**src/rtl/regfile_wr_arbiter.sv**
```systemverilog
// rtl/regfile_wr_arbiter.sv - two-requester register-file write arbiter
// Round-robin grant between ALU writeback (0) and load unit (1), one registered write strobe per transfer.
module regfile_wr_arbiter #(
  parameter int ADDR_W = 2,
  parameter int DATA_W = 4
) (
  input  logic              clk,
  input  logic              rst,
  input  logic              hold,
  input  logic              req0,
  input  logic [ADDR_W-1:0] addr0,
  input  logic [DATA_W-1:0] data0,
  output logic              ack0,
  input  logic              req1,
  input  logic [ADDR_W-1:0] addr1,
  input  logic [DATA_W-1:0] data1,
  output logic              ack1,
  output logic              wr_en,
  output logic [ADDR_W-1:0] wr_addr,
  output logic [DATA_W-1:0] wr_data,
  output logic [7:0]        wr_count
);

  logic              prio_q, prio_d;
  logic              wr_en_q, wr_en_d;
  logic [ADDR_W-1:0] wr_addr_q, wr_addr_d;
  logic [DATA_W-1:0] wr_data_q, wr_data_d;
  logic [7:0]        wr_count_q, wr_count_d;
  logic              grant_ok;
  logic              xfer;

  // prio only matters when both request; a lone requester always wins.
  always_comb begin
    grant_ok = !rst && !hold;
    ack0     = grant_ok && req0 && (!req1 || !prio_q);
    ack1     = grant_ok && req1 && (!req0 ||  prio_q);
    xfer     = ack0 || ack1;
  end

  always_comb begin
    prio_d     = prio_q;
    wr_en_d    = 1'b0;
    wr_addr_d  = wr_addr_q;
    wr_data_d  = wr_data_q;
    wr_count_d = wr_count_q;
    if (xfer) begin
      // The requester just served drops to lowest priority.
      prio_d     = ack0;
      wr_en_d    = 1'b1;
      wr_addr_d  = ack0 ? addr0 : addr1;
      wr_data_d  = ack0 ? data0 : data1;
      wr_count_d = wr_count_q + 8'd1;
    end
  end

  always_ff @(posedge clk) begin
    if (rst) begin
      prio_q     <= 1'b0;
      wr_en_q    <= 1'b0;
      wr_addr_q  <= '0;
      wr_data_q  <= '0;
      wr_count_q <= 8'd0;
    end else begin
      prio_q     <= prio_d;
      wr_en_q    <= wr_en_d;
      wr_addr_q  <= wr_addr_d;
      wr_data_q  <= wr_data_d;
      wr_count_q <= wr_count_d;
    end
  end

  assign wr_en    = wr_en_q;
  assign wr_addr  = wr_addr_q;
  assign wr_data  = wr_data_q;
  assign wr_count = wr_count_q;

endmodule
```
**config.mk**
```make
export PLATFORM = sky130hd
export DESIGN_NAME = regfile_wr_arbiter
export DESIGN_NICKNAME = d
export VERILOG_FILES = /design/src/rtl/regfile_wr_arbiter.sv
export SDC_FILE = /design/constraint.sdc
export NUM_CORES = 1
export LEC_CHECK = 0
export ABC_AREA = 0
export BUFFER_PORTS_ARGS = -buffer_cell sky130_fd_sc_hd__buf_2
export CORE_AREA = 2 2 46 65
export DETAILED_ROUTE_END_ITERATION = 6
export DIE_AREA = 0 0 48 67
export PLACE_DENSITY_LB_ADDON = 0.12
export SKIP_CTS_REPAIR_TIMING = 1
export SLEW_MARGIN = 20
export SYNTH_ARGS = -nofsm -noshare
export SYNTH_HDL_FRONTEND = slang
export SYNTH_SLANG_ARGS = --single-unit
```
**constraint.sdc**
```tcl
create_clock -name clk -period 1.7 [get_ports clk]
set_clock_uncertainty 0.1 [all_clocks]
set_input_delay 0.34 -clock clk [delete_from_list [all_inputs] [get_ports clk]]
set_output_delay 0.34 -clock clk [all_outputs]
set_load 0.01 [all_outputs]
```
==> results.toml, run 1 <==
[finish]
nFillCells = 282
regArea_um2 = 320
layout.nets = 137
n_antenna_cell = 0
drive_above_1_share_pct = 39.8
final_common_cell = "buf_2"
fin_util_pct = 38.0
multi_input_area_um2 = 382
final_cell_mix = "33 x buf_2, 16 x dfxtp_1, 12 x nor2_1"
syn_to_final_growth_pct = 36.4

[critical_path]
cp_slowest_stage_delay_ps = 330
cp.arrival_ps = 1100
crit_path_start = "prio_q"
rrSetupSlack_ps = 400
critical_path.cell_chain = "nand2b_1 -> and3_1 -> buf_2"
critPathRequiredTime_ps = 1260
start_kind = "flop"
r2r_end = "wr_data[1]"
endpoint = "ack1"
endpoint_kind = "output pin"
cp_slowest_cell = "dfxtp_1"
worstRegToRegCells = 5
r2r_start = "prio_q"
crit_fanout = 3
worstSetupPathType = "flop to output pin"

[global_route]
grt_max_degree = 10
antenna_found_initial = 0
grt_pass1_vias = 627
grt.total_usage_pct = 12.2
grt_overflow = 0
grt_pass1_wl_um = 2720

[clock_tree]
cts_sinks = 16
cts_htree_levels = 1
cts_tree = "done"
root_buffer = "clkbuf_4"
clk_pin_slew_ps = 100
clock_latency_ps = 280
cts_buffers = 3
cts_max_path_buffers = 2

[logic_synthesis]
synthFlopType = "dfxtp_1"
yosys_warnings = 0
netlist_area_um2 = 728
synthDistinctLibCells = 28
synth_edf_count = 0
synth.avg_cell_area_um2 = 9.22
async_reset_ff_share_pct = 0
yosys_register_bits = 16
synth_nets = 97
netlist_instances = 79
ys_seq_area_share_pct = 44.0

[timing]
hold_viol_final = 0
min_period_ps = 1540
setup_viol = 0
slew_viol_final = 0
layout_setup_ws_ps = 155
fin_crit_sh_pct = 90.9
setup_tns_ps = 0
grt_setup_unrepaired = "false"
maxSlewHeadroom_pct = 73.2
timing.fmax_ghz = 0.647
tightest_slew_ps = 401

[status]
status = "completed"

[drt]
drc = 0
wl_per_cell_um = 10.5
firstDrtPassIters = 4
vias_per_cell = 4.45
drt_iter0_drc = 4
postRouteWirelength_um = 1620
via_count = 686
ant_nets = 0

[min_path]
hold_class = "input port to flop"

[placed_design]
port_buffers = 33
finalWeightedCongestion = 0.693
dp_hpwl_um = 1310
dp_slack_ps = 144

[floorplanning]
dieArea_mm2 = 0.00322
row_count = 22
ios = 34
core_area_mm2 = 0.00262
start_util_pct = 27.8
dieHeight_um = 67
dieWidth_um = 48

[power]
ir_drop_v = 0.000336
powerDensity_mw_per_mm2 = 773
p_leak_nw = 0.468

[job]
max_cap_violations = 0
==> metal layers <==
metal | vias up | GRT usage (%) | part of all wire (%)
met2 | 23 | 19.0 | 52
met3 | 2 | 2.44 | 5.5
met4 | 0 | 8.11 | 1.4
li1 | 352 | - | -
met5 | - | 0 | 0
met1 | 309 | 14.2 | 41
==> logic make-up after synthesis <==
family | share of synthesized area [%]
DFF | 44.0
and+or+nand+nor | 26.3
AOI/OAI and AO/OA | 12.9
buffers and inverters | 3.61
xor gates and xnor gates | 6.01
muxes | 5.50
adders and majority gates | 1.72
==> power by group <==
group / switching (mW) / total, mW / internal [mW]
Sequential: 0.0105 / 0.404 / 0.394
Clock: 0.122 / 0.252 / 0.130
Combinational: 0.0568 / 0.112 / 0.0550
==> sequential cells by signal (all words and copies together) (netlist names) <==
name,cells
wr_count,8
wr_addr,2
wr_en,1
prio_q,1
wr_data,4
==> cell type report <==
cell class | count | area share [%]
multi-input combinational | 58 | 38.4
timing repair buffer | 38 | 20.4
clock buffer | 4 | 3.65
inverter | 2 | 0.756
tap | 36 | 4.53
sequential | 16 | 32.2
==> cell usage after synthesis (2+ instances only) <==
master	instances	area share, %
clkbuf_1	2	1.0
a22oi_1	4	4.1
mux2i_1	4	5.5
inv_1	2	1.0
nand3_1	2	1.4
nand2_1	5	2.6
a21oi_1	5	3.4
nand2b_1	4	3.4
nor2_1	12	6.2
o21ai_1	2	1.4
a211oi_1	2	2.1
dfxtp_1	16	44
xnor2_1	4	4.8
==> how the worst min path moves through the flow <==
stage,from,depth (start not counted),to,slack [ps]
2_1_floorplan,prio_q,2,prio_q,350
3_3_place_gp,wr_count[7],1,wr_count[7],350
3_5_place_dp,wr_count[7],1,wr_count[7],360
4_1_cts,data0[0],3,wr_data[0],180
5_1_grt,data0[0],3,wr_data[0],180
6_report,addr0[0],3,wr_addr[0],190
==> metrics by stage <==
stage                     instances  area, um2  hold WS (ps)  power [mW]
after floorplan                  79        728           350       0.473
after global placement          150        957           351       0.526
after detailed placement        150        957           363       0.527
after CTS                       154        993           185       0.778
after global routing            154        993           182       0.823
final                           154        993           189       0.768
==> critical path, delay by kind of cell (launching register included) <==
kind | cells | cell delay (ps)
buffers and inverters | 1 | 140
and+or+nand+nor | 2 | 350
DFF | 1 | 330
No activity file was read; power rests on OpenSTA's default activity.
==> run 2: changes to the inputs <==
BUFFER_PORTS_ARGS = -buffer_cell sky130_fd_sc_hd__buf_4   (was -buffer_cell sky130_fd_sc_hd__buf_2)
==> run 2 against run 1 <==
Net effect:
- die area unchanged
- sequential power barely moved
- final cell count shrank 0.65%
- combinational power up 16%
- maximum frequency decreased by 0.57%
==> results.toml, run 2 (synthesized netlist as in run 1, its figures left out) <==
[status]
status = "completed"

[drt]
via_count = 680
met3_length_um = 88
drt-met1-wl_um = 702
drc = 0
wl_met2_um = 900
wl_per_cell_um = 11.3
firstDrtPassIters = 4
vias_per_cell = 4.44
drt_iter0_drc = 7
postRouteWirelength_um = 1730
top_layer_used = "met4"
ant_nets = 0

[finish]
final_cell_mix = "37 x buf_4, 16 x dfxtp_1, 12 x nor2_1"
layout.nets = 136
multi_input_area_um2 = 382
drive_above_1_share_pct = 39.3
final_common_cell = "buf_4"
largest_register_ffs = 8
regArea_um2 = 320
n_antenna_cell = 0
nFillCells = 276
syn_to_final_growth_pct = 46.7

[clock_tree]
root_buffer = "clkbuf_4"
cts_htree_levels = 1
cts_tree = "done"
cts_sinks = 16
clock_latency_ps = 290
clk_pin_slew_ps = 100
cts_buffers = 3
cts_max_path_buffers = 2

[placed_design]
port_buffers = 33
finalWeightedCongestion = 0.710
dp_hpwl_um = 1420

[critical_path]
worstRegToRegCells = 4
r2r_start = "prio_q"
critPathRequiredTime_ps = 1260
crit_fanout = 3
crit_buf_inv = 1
endpoint_kind = "output pin"
cp_slowest_cell = "dfxtp_1"
path_delay_family = "simple AND/OR/NAND/NOR gates"
rrSetupSlack_ps = 380
cp.arrival_ps = 1110
cp_slowest_stage_delay_ps = 340
worstSetupPathType = "flop to output pin"
start_kind = "flop"
critical_path.cell_chain = "nand2b_1 -> and3_1 -> buf_4"
r2r_end = "wr_data[2]"

[min_path]
hold_class = "input port to flop"
worst_hold_path.num_cells = 2
hold_end = "wr_count[4]"
min_from = "rst"

[job]
max_cap_violations = 0

[floorplanning]
dieWidth_um = 48
start_util_pct = 27.8
core_area_mm2 = 0.00262
dieHeight_um = 67
dieArea_mm2 = 0.00322
ios = 34
row_count = 22

[power]
p_leak_nw = 0.478
powerDensity_mw_per_mm2 = 740
ir_drop_v = 0.000434
p_total_uw = 791

[timing]
tightest_slew_ps = 428
maxSlewHeadroom_pct = 71.3
hold_viol_final = 0
min_period_ps = 1550
timing.fmax_ghz = 0.644
slew_viol_final = 0
setup_viol = 0
grt_setup_unrepaired = "false"
setup_tns_ps = 0
fin_crit_sh_pct = 91.4

[global_route]
grt_max_degree = 10
antenna_found_initial = 0
grt_overflow = 0
grt.total_usage_pct = 13.3
grt_pass1_vias = 708
grt_pass1_wl_um = 2960
==> run 2: cell count changes in the layout (fill, tap and decap cells not counted), sizes merged <==
cell	delta
buf	-1
==> run 2: layout make-up <==
class	count	area share, %
Multi-Input combinational cell	58	35.7
Sequential cell	16	30.0
Timing Repair Buffer	37	26.0
Tap cell	36	4.22
Clock buffer	4	3.40
Inverter	2	0.703
==> run 2: worst register-to-register path, delay by kind of cell (launching register included) <==
kind	cells	cell delay, ps
AO/OA/AOI/OAI	3	660
flip-flops	1	340
AND/OR/NAND/NOR	1	150
==> run 2: report_power, final <==
group	switching [mW]	internal, mW	total (mW)
registers	0.0119	0.394	0.406
clock network	0.124	0.130	0.255
logic	0.0571	0.0732	0.130
==> run 2: layer usage <==
| metal | global-route usage (%) | up-vias |
|---|---|---|
| met3 | 2.44 | 4 |
| met2 | 21.3 | 25 |
| met4 | 9.12 | 0 |
| met1 | 14.9 | 298 |
| met5 | 0 | - |
| li1 | - | 353 |
==> run 2: worst max-delay path by stage <==
stage                     cells after the start           to  startpoint
after floorplan                               3         ack0        req0
after global placement                        5  wr_count[2]         rst
after detailed placement                      5  wr_count[5]         rst
after global routing                          4         ack0      prio_q
final                                         3         ack1      prio_q
after CTS                                     4         ack0      prio_q
==> run 2: through the flow <==
| step | hold WS [ps] | cells | area (um2) | utilization [%] | setup WS (ps) |
|---|---|---|---|---|---|
| floorplan | 350 | 79 | 728 | - | 299 |
| global placement | 357 | 149 | 1030 | 39.5 | 120 |
| detailed placement | 362 | 149 | 1030 | 39.5 | 107 |
| CTS | 141 | 153 | 1070 | 40.9 | 109 |
| global route | 128 | 153 | 1070 | 40.9 | 48.3 |
| finish | 147 | 153 | 1070 | 40.9 | 146 |
